--- config.mk ---
export PLATFORM = sky130hd
export DESIGN_NAME = fp_unit_flat
export DESIGN_NICKNAME = d
export VERILOG_FILES = /design/src/rtl/fp_pkg.sv /design/src/rtl/fp_if.sv /design/src/rtl/fp_lzc.sv /design/src/rtl/fp_unit.sv /design/src/flat_wrapper.sv
export SDC_FILE = /design/constraint.sdc
export NUM_CORES = 2
export LEC_CHECK = 0
export BUFFER_PORTS_ARGS = -buffer_cell sky130_fd_sc_hd__buf_4
export CAP_MARGIN = 20
export CORE_MARGIN = 2
export CORE_UTILIZATION = 52
export DETAILED_ROUTE_END_ITERATION = 12
export GPL_TIMING_DRIVEN = 0
export PLACE_DENSITY = 0.77
export SETUP_SLACK_MARGIN = 0.4
export SLEW_MARGIN = 25
export SYNTH_ARGS = -nofsm -noshare
export SYNTH_HDL_FRONTEND = slang
export SYNTH_HIERARCHICAL = 1
export SYNTH_SLANG_ARGS = --single-unit
--- constraint.sdc ---
create_clock -name clk -period 9.1 [get_ports clk]
set_clock_uncertainty 0.2 [all_clocks]
set_input_delay 1.365 -clock clk [delete_from_list [all_inputs] [get_ports clk]]
set_output_delay 1.365 -clock clk [all_outputs]
set_load 0.02 [all_outputs]
--- src/rtl/fp_pkg.sv ---
// Shared definitions for the single-precision floating-point unit:
// opcodes, FSM states, field widths, canonical constants and operand unpacking.
package fp_pkg;

  localparam int EXP_W = 8;
  localparam int MAN_W = 23;
  localparam int BIAS  = 127;

  localparam logic [1:0] OP_ADD = 2'b00;
  localparam logic [1:0] OP_SUB = 2'b01;
  localparam logic [1:0] OP_MUL = 2'b10;
  localparam logic [1:0] OP_FLT = 2'b11;

  localparam logic [31:0] QNAN = 32'h7FC0_0000;
  localparam logic [31:0] PINF = 32'h7F80_0000;

  typedef enum logic [2:0] {
    S_IDLE,
    S_UNPACK,
    S_EXEC,
    S_NORM,
    S_ROUND
  } state_t;

  // One operand split into fields, with its special-value class.
  typedef struct packed {
    logic             sign;
    logic [EXP_W-1:0] exp;
    logic [MAN_W:0]   sig;
    logic             isZero;
    logic             isInf;
    logic             isNan;
  } operand_t;

  // Splits a binary32 word into fields; denormals and zeros become a clean
  // zero (exponent 0, significand 0) so the datapath never sees a hidden-0 value.
  function automatic operand_t unpackOperand(input logic [31:0] value, input logic flipSign);
    operand_t o;
    o.sign   = value[31] ^ flipSign;
    o.exp    = value[30:23];
    o.sig    = {1'b1, value[22:0]};
    o.isZero = (value[30:23] == 8'h00);
    o.isInf  = (value[30:23] == 8'hFF) && (value[22:0] == 23'd0);
    o.isNan  = (value[30:23] == 8'hFF) && (value[22:0] != 23'd0);
    if (o.isZero) begin
      o.exp = '0;
      o.sig = '0;
    end
    return o;
  endfunction

endpackage

--- src/rtl/fp_if.sv ---
// Operand/result bundle between the processor floating-point path and fp_unit.
interface fp_if;
  logic [31:0] a;
  logic [31:0] b;
  logic [1:0]  opcode;
  logic        start;
  logic [31:0] s;
  logic        done;

  modport master (output a, b, opcode, start, input s, done);
  modport slave  (input a, b, opcode, start, output s, done);
endinterface

--- src/rtl/fp_lzc.sv ---
// Combinational 28-bit leading-zero counter used to normalise the working significand.
module fp_lzc (
  input  logic [27:0] i_value,
  output logic [4:0]  o_count
);

  // Scan from LSB upward so the highest set bit makes the final assignment.
  always_comb begin
    o_count = 5'd28;
    for (int i = 0; i < 28; i++) begin
      if (i_value[i]) o_count = 5'(27 - i);
    end
  end

endmodule

--- src/rtl/fp_unit.sv ---
// Multi-cycle IEEE-754 binary32 add/sub/mul/less-than unit, one operation in flight.
// Working significand layout: bit 27 carry, bit 26 hidden one, bits 25:3 mantissa,
// bits 2:0 guard/round/sticky.
module fp_unit
  import fp_pkg::*;
(
  input  logic clk,
  input  logic rst,
  fp_if.slave  bus
);

  state_t             r_state;
  state_t             w_nextState;
  logic               w_latch;
  logic               w_finish;

  logic [31:0]        r_a;
  logic [31:0]        r_b;
  logic [1:0]         r_op;
  operand_t           r_ua;
  operand_t           r_ub;

  logic               r_special;
  logic [31:0]        r_specialVal;
  logic               r_sign;
  logic signed [9:0]  r_exp;
  logic [27:0]        r_mag;

  logic [31:0]        r_s;
  logic               r_done;

  operand_t           w_large;
  operand_t           w_small;
  logic [7:0]         w_expDiff;
  logic [49:0]        w_alignExt;
  logic [26:0]        w_smallAl;
  logic [27:0]        w_addMag;
  logic [47:0]        w_prod;
  logic [27:0]        w_mulMag;
  logic signed [9:0]  w_mulExp;
  logic               w_less;
  logic               w_special;
  logic [31:0]        w_specialVal;

  logic [4:0]         w_lzc;
  logic [4:0]         w_shift;
  logic [27:0]        w_normMag;
  logic signed [9:0]  w_normExp;

  logic               w_roundUp;
  logic [23:0]        w_rounded;
  logic signed [9:0]  w_roundExp;
  logic [31:0]        w_result;

  fp_lzc u_lzc (
    .i_value (r_mag),
    .o_count (w_lzc)
  );

  // State register.
  always_ff @(posedge clk) begin
    if (rst) r_state <= S_IDLE;
    else     r_state <= w_nextState;
  end

  // Fixed five-step sequence; only IDLE looks at start.
  always_comb begin
    w_nextState = r_state;
    case (r_state)
      S_IDLE:   if (bus.start) w_nextState = S_UNPACK;
      S_UNPACK: w_nextState = S_EXEC;
      S_EXEC:   w_nextState = S_NORM;
      S_NORM:   w_nextState = S_ROUND;
      S_ROUND:  w_nextState = S_IDLE;
      default:  w_nextState = S_IDLE;
    endcase
  end

  // FSM outputs: operand capture in IDLE and result publication leaving ROUND.
  always_comb begin
    w_latch  = (r_state == S_IDLE) && bus.start;
    w_finish = (r_state == S_ROUND);
  end

  // Add/sub alignment: the smaller magnitude is shifted right, shifted-out bits fold into sticky.
  always_comb begin
    if ({r_ua.exp, r_ua.sig} >= {r_ub.exp, r_ub.sig}) begin
      w_large = r_ua;
      w_small = r_ub;
    end else begin
      w_large = r_ub;
      w_small = r_ua;
    end
    w_expDiff  = w_large.exp - w_small.exp;
    w_alignExt = {w_small.sig, 26'd0} >> w_expDiff;
    if (w_expDiff > 8'd26) w_smallAl = {26'd0, |w_small.sig};
    else                   w_smallAl = {w_alignExt[49:24], w_alignExt[23] | (|w_alignExt[22:0])};
    if (w_large.sign == w_small.sign) w_addMag = {1'b0, w_large.sig, 3'b000} + {1'b0, w_smallAl};
    else                              w_addMag = {1'b0, w_large.sig, 3'b000} - {1'b0, w_smallAl};
  end

  // Multiply: full product squeezed into the working layout with sticky from the low bits.
  always_comb begin
    w_prod   = r_ua.sig * r_ub.sig;
    w_mulMag = {w_prod[47:21], w_prod[20] | (|w_prod[19:0])};
    w_mulExp = $signed({2'b00, r_ua.exp}) + $signed({2'b00, r_ub.exp}) - 10'sd127;
  end

  // Compare and special-value resolution; a special result bypasses normalise and round.
  always_comb begin
    w_less = 1'b0;
    if (r_ua.isNan || r_ub.isNan)        w_less = 1'b0;
    else if (r_ua.isZero && r_ub.isZero) w_less = 1'b0;
    else if (r_ua.sign != r_ub.sign)     w_less = r_ua.sign;
    else if (!r_ua.sign)                 w_less = {r_ua.exp, r_ua.sig[22:0]} < {r_ub.exp, r_ub.sig[22:0]};
    else                                 w_less = {r_ua.exp, r_ua.sig[22:0]} > {r_ub.exp, r_ub.sig[22:0]};

    w_special    = 1'b0;
    w_specialVal = 32'd0;
    case (r_op)
      OP_FLT: begin
        w_special    = 1'b1;
        w_specialVal = {31'd0, w_less};
      end
      OP_MUL: begin
        w_special = 1'b1;
        if (r_ua.isNan || r_ub.isNan)                                       w_specialVal = QNAN;
        else if ((r_ua.isZero && r_ub.isInf) || (r_ua.isInf && r_ub.isZero)) w_specialVal = QNAN;
        else if (r_ua.isInf || r_ub.isInf)                                  w_specialVal = {r_ua.sign ^ r_ub.sign, PINF[30:0]};
        else if (r_ua.isZero || r_ub.isZero)                                w_specialVal = {r_ua.sign ^ r_ub.sign, 31'd0};
        else                                                                w_special = 1'b0;
      end
      default: begin
        w_special = 1'b1;
        if (r_ua.isNan || r_ub.isNan)                                 w_specialVal = QNAN;
        else if (r_ua.isInf && r_ub.isInf && (r_ua.sign != r_ub.sign)) w_specialVal = QNAN;
        else if (r_ua.isInf)                                          w_specialVal = {r_ua.sign, PINF[30:0]};
        else if (r_ub.isInf)                                          w_specialVal = {r_ub.sign, PINF[30:0]};
        else if (w_addMag == 28'd0)                                   w_specialVal = 32'd0;
        else                                                          w_special = 1'b0;
      end
    endcase
  end

  // Normalise: one step right on carry-out, otherwise left until the hidden bit is set.
  always_comb begin
    w_shift = 5'd0;
    if (r_mag[27]) begin
      w_normMag = {1'b0, r_mag[27:2], r_mag[1] | r_mag[0]};
      w_normExp = r_exp + 10'sd1;
    end else begin
      w_shift   = w_lzc - 5'd1;
      w_normMag = r_mag << w_shift;
      w_normExp = r_exp - $signed({5'd0, w_shift});
    end
  end

  // Round to nearest even, then clamp to infinity or flush to signed zero.
  always_comb begin
    w_roundUp  = r_mag[2] & (r_mag[1] | r_mag[0] | r_mag[3]);
    w_rounded  = {1'b0, r_mag[25:3]} + {23'd0, w_roundUp};
    w_roundExp = r_exp + $signed({9'd0, w_rounded[23]});
    if (r_special)                  w_result = r_specialVal;
    else if (w_roundExp >= 10'sd255) w_result = {r_sign, PINF[30:0]};
    else if (w_roundExp <= 10'sd0)   w_result = {r_sign, 31'd0};
    else                             w_result = {r_sign, w_roundExp[7:0], w_rounded[22:0]};
  end

  // Datapath registers advance one stage per state; reset discards any pending work.
  always_ff @(posedge clk) begin
    if (rst) begin
      r_a          <= '0;
      r_b          <= '0;
      r_op         <= '0;
      r_ua         <= '0;
      r_ub         <= '0;
      r_special    <= 1'b0;
      r_specialVal <= '0;
      r_sign       <= 1'b0;
      r_exp        <= '0;
      r_mag        <= '0;
      r_s          <= '0;
      r_done       <= 1'b0;
    end else begin
      if (w_latch) begin
        r_a  <= bus.a;
        r_b  <= bus.b;
        r_op <= bus.opcode;
      end
      case (r_state)
        S_UNPACK: begin
          r_ua <= unpackOperand(r_a, 1'b0);
          r_ub <= unpackOperand(r_b, r_op == OP_SUB);
        end
        S_EXEC: begin
          r_special    <= w_special;
          r_specialVal <= w_specialVal;
          if (r_op == OP_MUL) begin
            r_sign <= r_ua.sign ^ r_ub.sign;
            r_exp  <= w_mulExp;
            r_mag  <= w_mulMag;
          end else begin
            r_sign <= w_large.sign;
            r_exp  <= $signed({2'b00, w_large.exp});
            r_mag  <= w_addMag;
          end
        end
        S_NORM: begin
          r_mag <= w_normMag;
          r_exp <= w_normExp;
        end
        default: ;
      endcase
      r_done <= w_finish;
      if (w_finish) r_s <= w_result;
    end
  end

  assign bus.s    = r_s;
  assign bus.done = r_done;

endmodule

--- src/flat_wrapper.sv ---
// flat-port wrapper written by rule: the top's interface ports become plain ports
module fp_unit_flat import fp_pkg::*;
  (clk, rst, bus_a, bus_b, bus_opcode, bus_start, bus_s, bus_done);
  fp_if bus_i ();
  input  logic clk;
  input  logic rst;
  input wire logic [$bits(bus_i.a)-1:0] bus_a;
  input wire logic [$bits(bus_i.b)-1:0] bus_b;
  input wire logic [$bits(bus_i.opcode)-1:0] bus_opcode;
  input wire logic [$bits(bus_i.start)-1:0] bus_start;
  output wire logic [$bits(bus_i.s)-1:0] bus_s;
  output wire logic [$bits(bus_i.done)-1:0] bus_done;
  assign bus_i.a = bus_a;
  assign bus_i.b = bus_b;
  assign bus_i.opcode = bus_opcode;
  assign bus_i.start = bus_start;
  assign bus_s = bus_i.s;
  assign bus_done = bus_i.done;
  fp_unit u_core (.clk(clk), .rst(rst), .bus(bus_i));
endmodule
* After elaboration in Yosys (flattened, before gate mapping)
Cells that the tools add are included.
** Storage, ports and cells
- Register bits :: 246
- Output and inout bits :: 33
** Operators by class
- Add/sub/neg operators :: 10
- $mul :: 1
- Magnitude comparators :: 6
- Equality and inequality tests :: 12
- Shift-type cells :: 2
- Mux-type cells :: 69
- Bitwise operators :: 7
- Reduce and logical (&&, ||, !) cells :: 26
** Operator list (count)
- 2-to-1 mux 32 bit :: 11
- 2-to-1 mux 5 bit :: 27
- 2-to-1 mux 28 bit :: 3
- 2-to-1 mux 36 bit :: 2
- case mux 32 bit (2 select lines) :: 1
- 2-to-1 mux 31 bit :: 2
- case mux 28 bit (2 select lines) :: 1
- right shift 50 x 8 -> 50 bit :: 1
- multiplier 24 x 24 -> 48 bit :: 1
- zero test 23 bit :: 2
- nonzero test 23 bit :: 2
- >= comparator 32 bit :: 1
- greater-than comparator 31 bit :: 1
- < comparator 31 bit :: 1
- adder 27 x 27 -> 28 bit :: 1
- zero test 28 bit :: 1
- left shift 28 x 5 -> 28 bit :: 1
- subtractor 27 x 27 -> 28 bit :: 1
- 2-to-1 mux 27 bit :: 1
- adder 23 x 1 -> 24 bit :: 1
- OR reduction 24 bit :: 1
- OR reduction 23 bit :: 1
- 2-to-1 mux 10 bit :: 2
- case mux 10 bit (2 select lines) :: 1
- other kinds (32) :: 66

* Longest topological paths before layout
- Depth in word-level cells :: 32
- Gate-level depth with buffers :: 49

* Modules after synthesis
The synthesis kept the hierarchy.
** By module, submodules not included
- fp_unit :: times used 1, cells each 4779, area each 37412.1 um^2
- fp_lzc :: times used 1, cells each 60, area each 336.6 um^2

* Worst setup path before layout
OpenSTA, ideal clock, no wires.
- Kind :: register -> register
- Start point :: register u_core/r_ua[3] (netlist bit)
- End point :: register u_core.r_special
- Arrival time :: 9.021 ns
- Data required time :: 8.804 ns
- Slack :: -0.217 ns
- Cell stages (with the launch flop) :: 43
- Buffers on the path :: 9
- Period minus slack after synthesis :: 9.317 ns
- Cells stage by stage :: dfxtp_1 clkbuf_1 inv_1 clkbuf_1 ha_1 and4_1 o311a_1 o31ai_4 nand2_2 buf_1 clkbuf_1 buf_1 buf_1 nor2_1 a21oi_1 ha_1 o31a_1 nor2_1 [... 7 more ...] a21oi_1 o21ai_0 a21oi_1 o21ai_0 a21oi_1 o21ai_0 a21oi_1 o21ai_0 a21oi_1 a211oi_1 nor3_1 or4_1 o21ai_0 a311o_1 nor4_1 nor4b_2 nand4_1 o41ai_2
** On the way
- Word-level cells in the longest chain between the ends :: 16
- Elaborated cells between the ends (all ways) :: 21
- Those cells by class :: add/sub (3); order compare (2); eq/ne (1); shift (1); mux (10); bitwise (1); reduce/logical (3)
** RTL lines
- from (decl) :: RTL line fp_unit.sv:20 : operand_t r_ua;
- from (signal assigned) :: RTL line fp_unit.sv:192 : r_ua <= unpackOperand(r_a, 1'b0);
- >= comparator 32 bit :: RTL line fp_unit.sv:87 : if ({r_ua.exp, r_ua.sig} >= {r_ub.exp, r_ub.sig}) begin
- 2-to-1 mux 36 bit :: RTL line fp_unit.sv:87
- subtractor 8 bit :: RTL line fp_unit.sv:94 : w_expDiff = w_large.exp - w_small.exp;
- right shift 50 x 8 -> 50 bit :: RTL line fp_unit.sv:95 : w_alignExt = {w_small.sig, 26'd0} >> w_expDiff;
- OR reduction 23 bit :: RTL line fp_unit.sv:97 : else w_smallAl = {w_alignExt[49:24], w_alignExt[23] | (|w_alignExt[22:0])};
- bitwise OR 1 bit :: RTL line fp_unit.sv:97
- 2-to-1 mux 27 bit :: RTL line fp_unit.sv:96 : if (w_expDiff > 8'd26) w_smallAl = {26'd0, |w_small.sig};
- subtractor 27 x 27 -> 28 bit / adder 27 x 27 -> 28 bit (equally long branches) :: RTL line fp_unit.sv:99, fp_unit.sv:98
- 2-to-1 mux 28 bit * :: RTL line fp_unit.sv:98 : if (w_large.sign == w_small.sign) w_addMag = {1'b0, w_large.sig, 3'b000} + {1'b0, w_smallAl};
- zero test 28 bit * :: RTL line fp_unit.sv:139 : else if (w_addMag == 28'd0) w_specialVal = 32'd0;
- 2-to-1 mux 1 bit * :: RTL line fp_unit.sv:139
- 2-to-1 mux 1 bit * :: RTL line fp_unit.sv:138 : else if (r_ub.isInf) w_specialVal = {r_ub.sign, PINF[30:0]};
- 2-to-1 mux 1 bit * :: RTL line fp_unit.sv:137 : else if (r_ua.isInf) w_specialVal = {r_ua.sign, PINF[30:0]};
- 2-to-1 mux 1 bit * :: RTL line fp_unit.sv:136 : else if (r_ua.isInf && r_ub.isInf && (r_ua.sign != r_ub.sign)) w_specialVal = QNAN;
- 2-to-1 mux 1 bit * :: RTL line fp_unit.sv:135 : if (r_ua.isNan || r_ub.isNan) w_specialVal = QNAN;
- case mux 1 bit (2 select lines) * :: RTL line fp_unit.sv:120 : case (r_op)
- to (signal assigned) :: RTL line fp_unit.sv:196 : r_special <= w_special;
- to (decl) :: RTL line fp_unit.sv:23 : logic r_special;
Every way passes the cells marked *; elsewhere a longest branch is shown, timed or not.
A chain may end at the register's enable or synchronous reset.

* Final worst setup path
- Start point :: register u_core/r_ua[25] (netlist bit)
- End point :: register u_core.r_mag[25]
** On the way
- Word-level cells in the longest chain between the ends :: 11
- Elaborated cells between the ends (all ways) :: 17
- Those cells by class :: add/sub (3); mul (1); order compare (2); eq/ne (1); shift (1); mux (6); bitwise (1); reduce/logical (2)
** RTL lines
- >= comparator 32 bit :: RTL line fp_unit.sv:87
- 2-to-1 mux 36 bit :: RTL line fp_unit.sv:87
- subtractor 8 bit :: RTL line fp_unit.sv:94
- right shift 50 x 8 -> 50 bit :: RTL line fp_unit.sv:95
- OR reduction 23 bit :: RTL line fp_unit.sv:97
- bitwise OR 1 bit :: RTL line fp_unit.sv:97
- 2-to-1 mux 27 bit :: RTL line fp_unit.sv:96
- subtractor 27 x 27 -> 28 bit / adder 27 x 27 -> 28 bit (equally long branches) :: RTL line fp_unit.sv:99, fp_unit.sv:98
- 2-to-1 mux 28 bit :: RTL line fp_unit.sv:98
- 2-to-1 mux 28 bit * :: RTL line fp_unit.sv:198 : if (r_op == OP_MUL) begin
- case mux 28 bit (2 select lines) * :: RTL line fp_unit.sv:190 : case (r_state)
- to (signal assigned) :: RTL line fp_unit.sv:201 : r_mag <= w_mulMag;
- to (signal assigned) :: RTL line fp_unit.sv:205 : r_mag <= w_addMag;
- to (signal assigned) :: RTL line fp_unit.sv:209 : r_mag <= w_normMag;
- to (decl) :: RTL line fp_unit.sv:27 : logic [27:0] r_mag;
Marks and branches as above.

==> results by group <==
Finish
  – Final Non-Filler Cells: 6101
  – Nets@finish: 5996
  – Fin util: 61.9%
  – Filler cells: 6216
  – Area of the multi-input gates: 30800 µm²
  – Layout cells sized above 1: 14.3%
  – Area Overhead vs Synth: 17.7%
  – FF+latch area: 4450 µm²
  – Final Cell Area: 44400 µm²

Timing
  – RSZ-0062 raised after global routing: yes
  – Finish-stage setup viols: 0
  – Fin crit period: 8.67 ns
  – Highest clock rate: 115 MHz
  – Period utilization: 95.3%
  – Worst slew margin relative to its limit: 21.7%
  – Final hold viol count: 0
  – Actual slew at the worst max-slew pin: 1.16 ns
  – Final slew viol count: 0

Power
  – Pwr Total: 0.00752 W
  – PD cells: 169 nW/µm²
  – Maximum VDD drop: 325 µV
  – P_leak: 20.0 nW

Synth
  – Top_reg_cell synth: dfxtp_1
  – Mapped Nets: 5703
  – Cell variety after synth: 93
  – Mean Syn Cell Area: 7.80 µm²
  – Yosys Warn Count: 6
  – Post-Syn Area: 37700 µm²
  – Async SR Flop Fraction: 0%
  – Sequential fraction of the synthesis area: 11.6%
  – Post-synth EDFFs: 0
  – Mapped Cells: 4839
  – Synth Register Bits: 218

Min path
  – Worst hold path type: flop to flop
  – Hold Path Depth: 2

Placed design
  – Post-Place Cells: 5890
  – Placed instance area: 39800 µm²
  – Routability congestion estimate: 1.07
  – Port Buf Inserts: 101
  – DP HPWL: 119000 µm

Critical path
  – CP required: 9.40 ns
  – Buf/Inv on CP: 4
  – CP top delay family: adder cells
  – Critical path capture point type: flop
  – R2r worst-path depth: 30
  – WS Path Type: flop to flop
  – CP Launch Type: flop
  – CP max stage delay: 0.56 ns
  – WP depth: 30
  – CP arrival: 8.97 ns
  – Crit Path Max Fanout: 10
  – Crit-path slowest cell: fa_1
  – Most frequent CP cell: fa_1

Status
  – Outcome: completed

Clock tree
  – CTS buffer count: 22
  – Total clock sinks: 218
  – Clk pin slew, worst setup/hold paths: 0.07 ns
  – # hold bufs at CTS: 0
  – Clock root buffer: clkbuf_16
  – Worst skew pair latency: 0.57 ns
  – Clock Path Buffers: 3
  – TritonCTS clock tree: yes
  – H-tree levels: 1

GRT
  – GRT Util Overall: 39.9%
  – Vias in the first global route: 37000
  – Initial antenna violation count: 6
  – Largest net degree at the start of global routing: 17
  – Grt total ovfl: 0
  – First-pass GRT wire length: 225000 µm

Routing
  – Wire length per cell: 25.4 µm
  – Drt drc: 0
  – Vias: 38700
  – Detailed-route vias per instance: 6.35
  – WL final: 155000 µm
  – Routed Antenna Nets: 0
  – Initial DRC count: 5237
  – DR pass1 iterations: 12

Die
  – Height of the chip: 273 µm
  – # rows: 98
  – Starting Density: 52.6%
  – Die width: 273 µm
  – Die area: 74800 µm²
  – Core area: 71700 µm²
  – I/O pin cnt: 102

Job
  – Max_cap viols: 0
worst min-delay path, cell delays in order (launching register included):
cell and delay, ns:
dfxtp_1 0.31, nand2_1 0.05, a21oi_1 0.05
cell usage in the layout, fill, tap and decap left out, types with 155 or more instances in the layout:
cell type	synthesis	routed
fa_1	485	474
inv_1	621	612
dfxtp_1	218	183
a21oi_1	319	295
o21ai_0	180	164
nand2_1	864	857
ha_1	310	282
and2_1	184	183
nor2_1	269	264
clkbuf_1	294	155
buf_4	2	269
registers in the layout (all words and copies together) (netlist names):
register             flops
u_core/bus.done          1
u_core/bus.s            32
u_core/r_a              32
u_core/r_b              32
u_core/r_exp            10
u_core/r_mag            28
u_core/r_op              2
u_core/r_sign            1
u_core/r_special         1
u_core/r_specialVal      4
u_core/r_state           3
u_core/r_ua             36
u_core/r_ub             36
cells in the mapped netlist (7+ instances only):
| cell | n | area share, % |
|---|---|---|
| a221oi_1 | 14 | 0.32 |
| fa_1 | 485 | 26 |
| a22oi_1 | 59 | 1.2 |
| and2_1 | 184 | 3.0 |
| nor3_1 | 82 | 1.1 |
| o211ai_1 | 29 | 0.58 |
| o31ai_1 | 18 | 0.36 |
| a211oi_1 | 55 | 1.1 |
| or3_1 | 17 | 0.28 |
| and3_1 | 25 | 0.41 |
| clkbuf_1 | 294 | 2.9 |
| nand3_1 | 87 | 1.2 |
| o21ai_0 | 180 | 2.4 |
| a21oi_1 | 319 | 4.2 |
| nand4_1 | 28 | 0.46 |
| or4_1 | 10 | 0.20 |
| mux2_2 | 18 | 0.54 |
| mux4_2 | 23 | 1.4 |
| and4_1 | 8 | 0.19 |
| a311oi_1 | 8 | 0.19 |
| nor2_1 | 269 | 2.7 |
| xor2_1 | 45 | 1.0 |
| inv_1 | 621 | 6.2 |
| a22o_1 | 7 | 0.16 |
| o22ai_1 | 11 | 0.18 |
| buf_1 | 34 | 0.34 |
| ha_1 | 310 | 10 |
| nand2_1 | 864 | 8.6 |
| nand2b_1 | 31 | 0.51 |
| nor4_1 | 48 | 0.80 |
| nor2b_1 | 29 | 0.48 |
| a211o_1 | 10 | 0.23 |
| o21bai_1 | 17 | 0.34 |
| a222oi_1 | 14 | 0.37 |
| mux2i_1 | 79 | 2.1 |
| a21o_1 | 39 | 0.78 |
| a31oi_1 | 29 | 0.48 |
| xnor2_1 | 62 | 1.4 |
| o21a_1 | 18 | 0.36 |
| dfxtp_1 | 218 | 12 |
| buf_2 | 9 | 0.12 |
stage by stage:
stage | setup slack [ns] | setup TNS (ns) | hold slack, ns
after floorplan | 0.425 | 0 | 0.231
after global placement | -2.80 | -42.12 | 0.241
after detailed placement | -2.80 | -40.60 | 0.249
after CTS | 0.397 | 0 | 0.257
after global routing | 0.221 | 0 | 0.283
final | 0.428 | 0 | 0.261
cell families after synthesis:
group	after synthesis	synth area share [%]
AND/OR/NAND/NOR	1717	20.7
buffers and inverters	962	9.64
AO/OA/AOI/OAI	920	15.6
adder cells (fa/ha/maj)	795	36.0
flip-flops	218	11.6
multiplexers	120	4.00
XOR/XNOR	107	2.48
cell type report:
class	count	share of cell area, %
antenna	4	0.0225
buffer	340	6.13
clock buffer	24	1.28
clock inverter	15	0.493
inverter	622	5.28
multi-input combinational	3659	69.2
sequential	218	10.0
tap	950	2.68
timing repair buffer	269	4.87
final timing paths:
path / slack [ns] / startpoint / to
max: 0.43 / u_core/r_ua[25] / u_core/r_mag[25]
min reg2reg: 0.26 / u_core/r_a[31] / u_core/r_a[31]
min: 0.26 / u_core/r_a[31] / u_core/r_a[31]
max reg2reg: 0.43 / u_core/r_ua[25] / u_core/r_mag[25]
layer usage:
layer	track usage [%]	vias up	routed length (µm)
li1	-	16500	-
met1	53.2	18700	57800
met2	56.9	2852	62900
met3	12.1	693	22100
met4	23.7	6	11900
met5	0	-	101
power breakdown:
group | leakage (nW) | switching [W] | internal [W]
logic | 17.8 | 0.00358 | 0.00182
registers | 1.79 | 0.0000984 | 0.00101
clock network | 0.376 | 0.000443 | 0.000573
timing repair:
action	CTS	global route
resized for setup	392	436
setup buffers	53	111
setup endpoints to repair	29	16
gates cloned	0	4
pin swaps	38	129
Note: power is estimated with default switching activity, not from simulation.
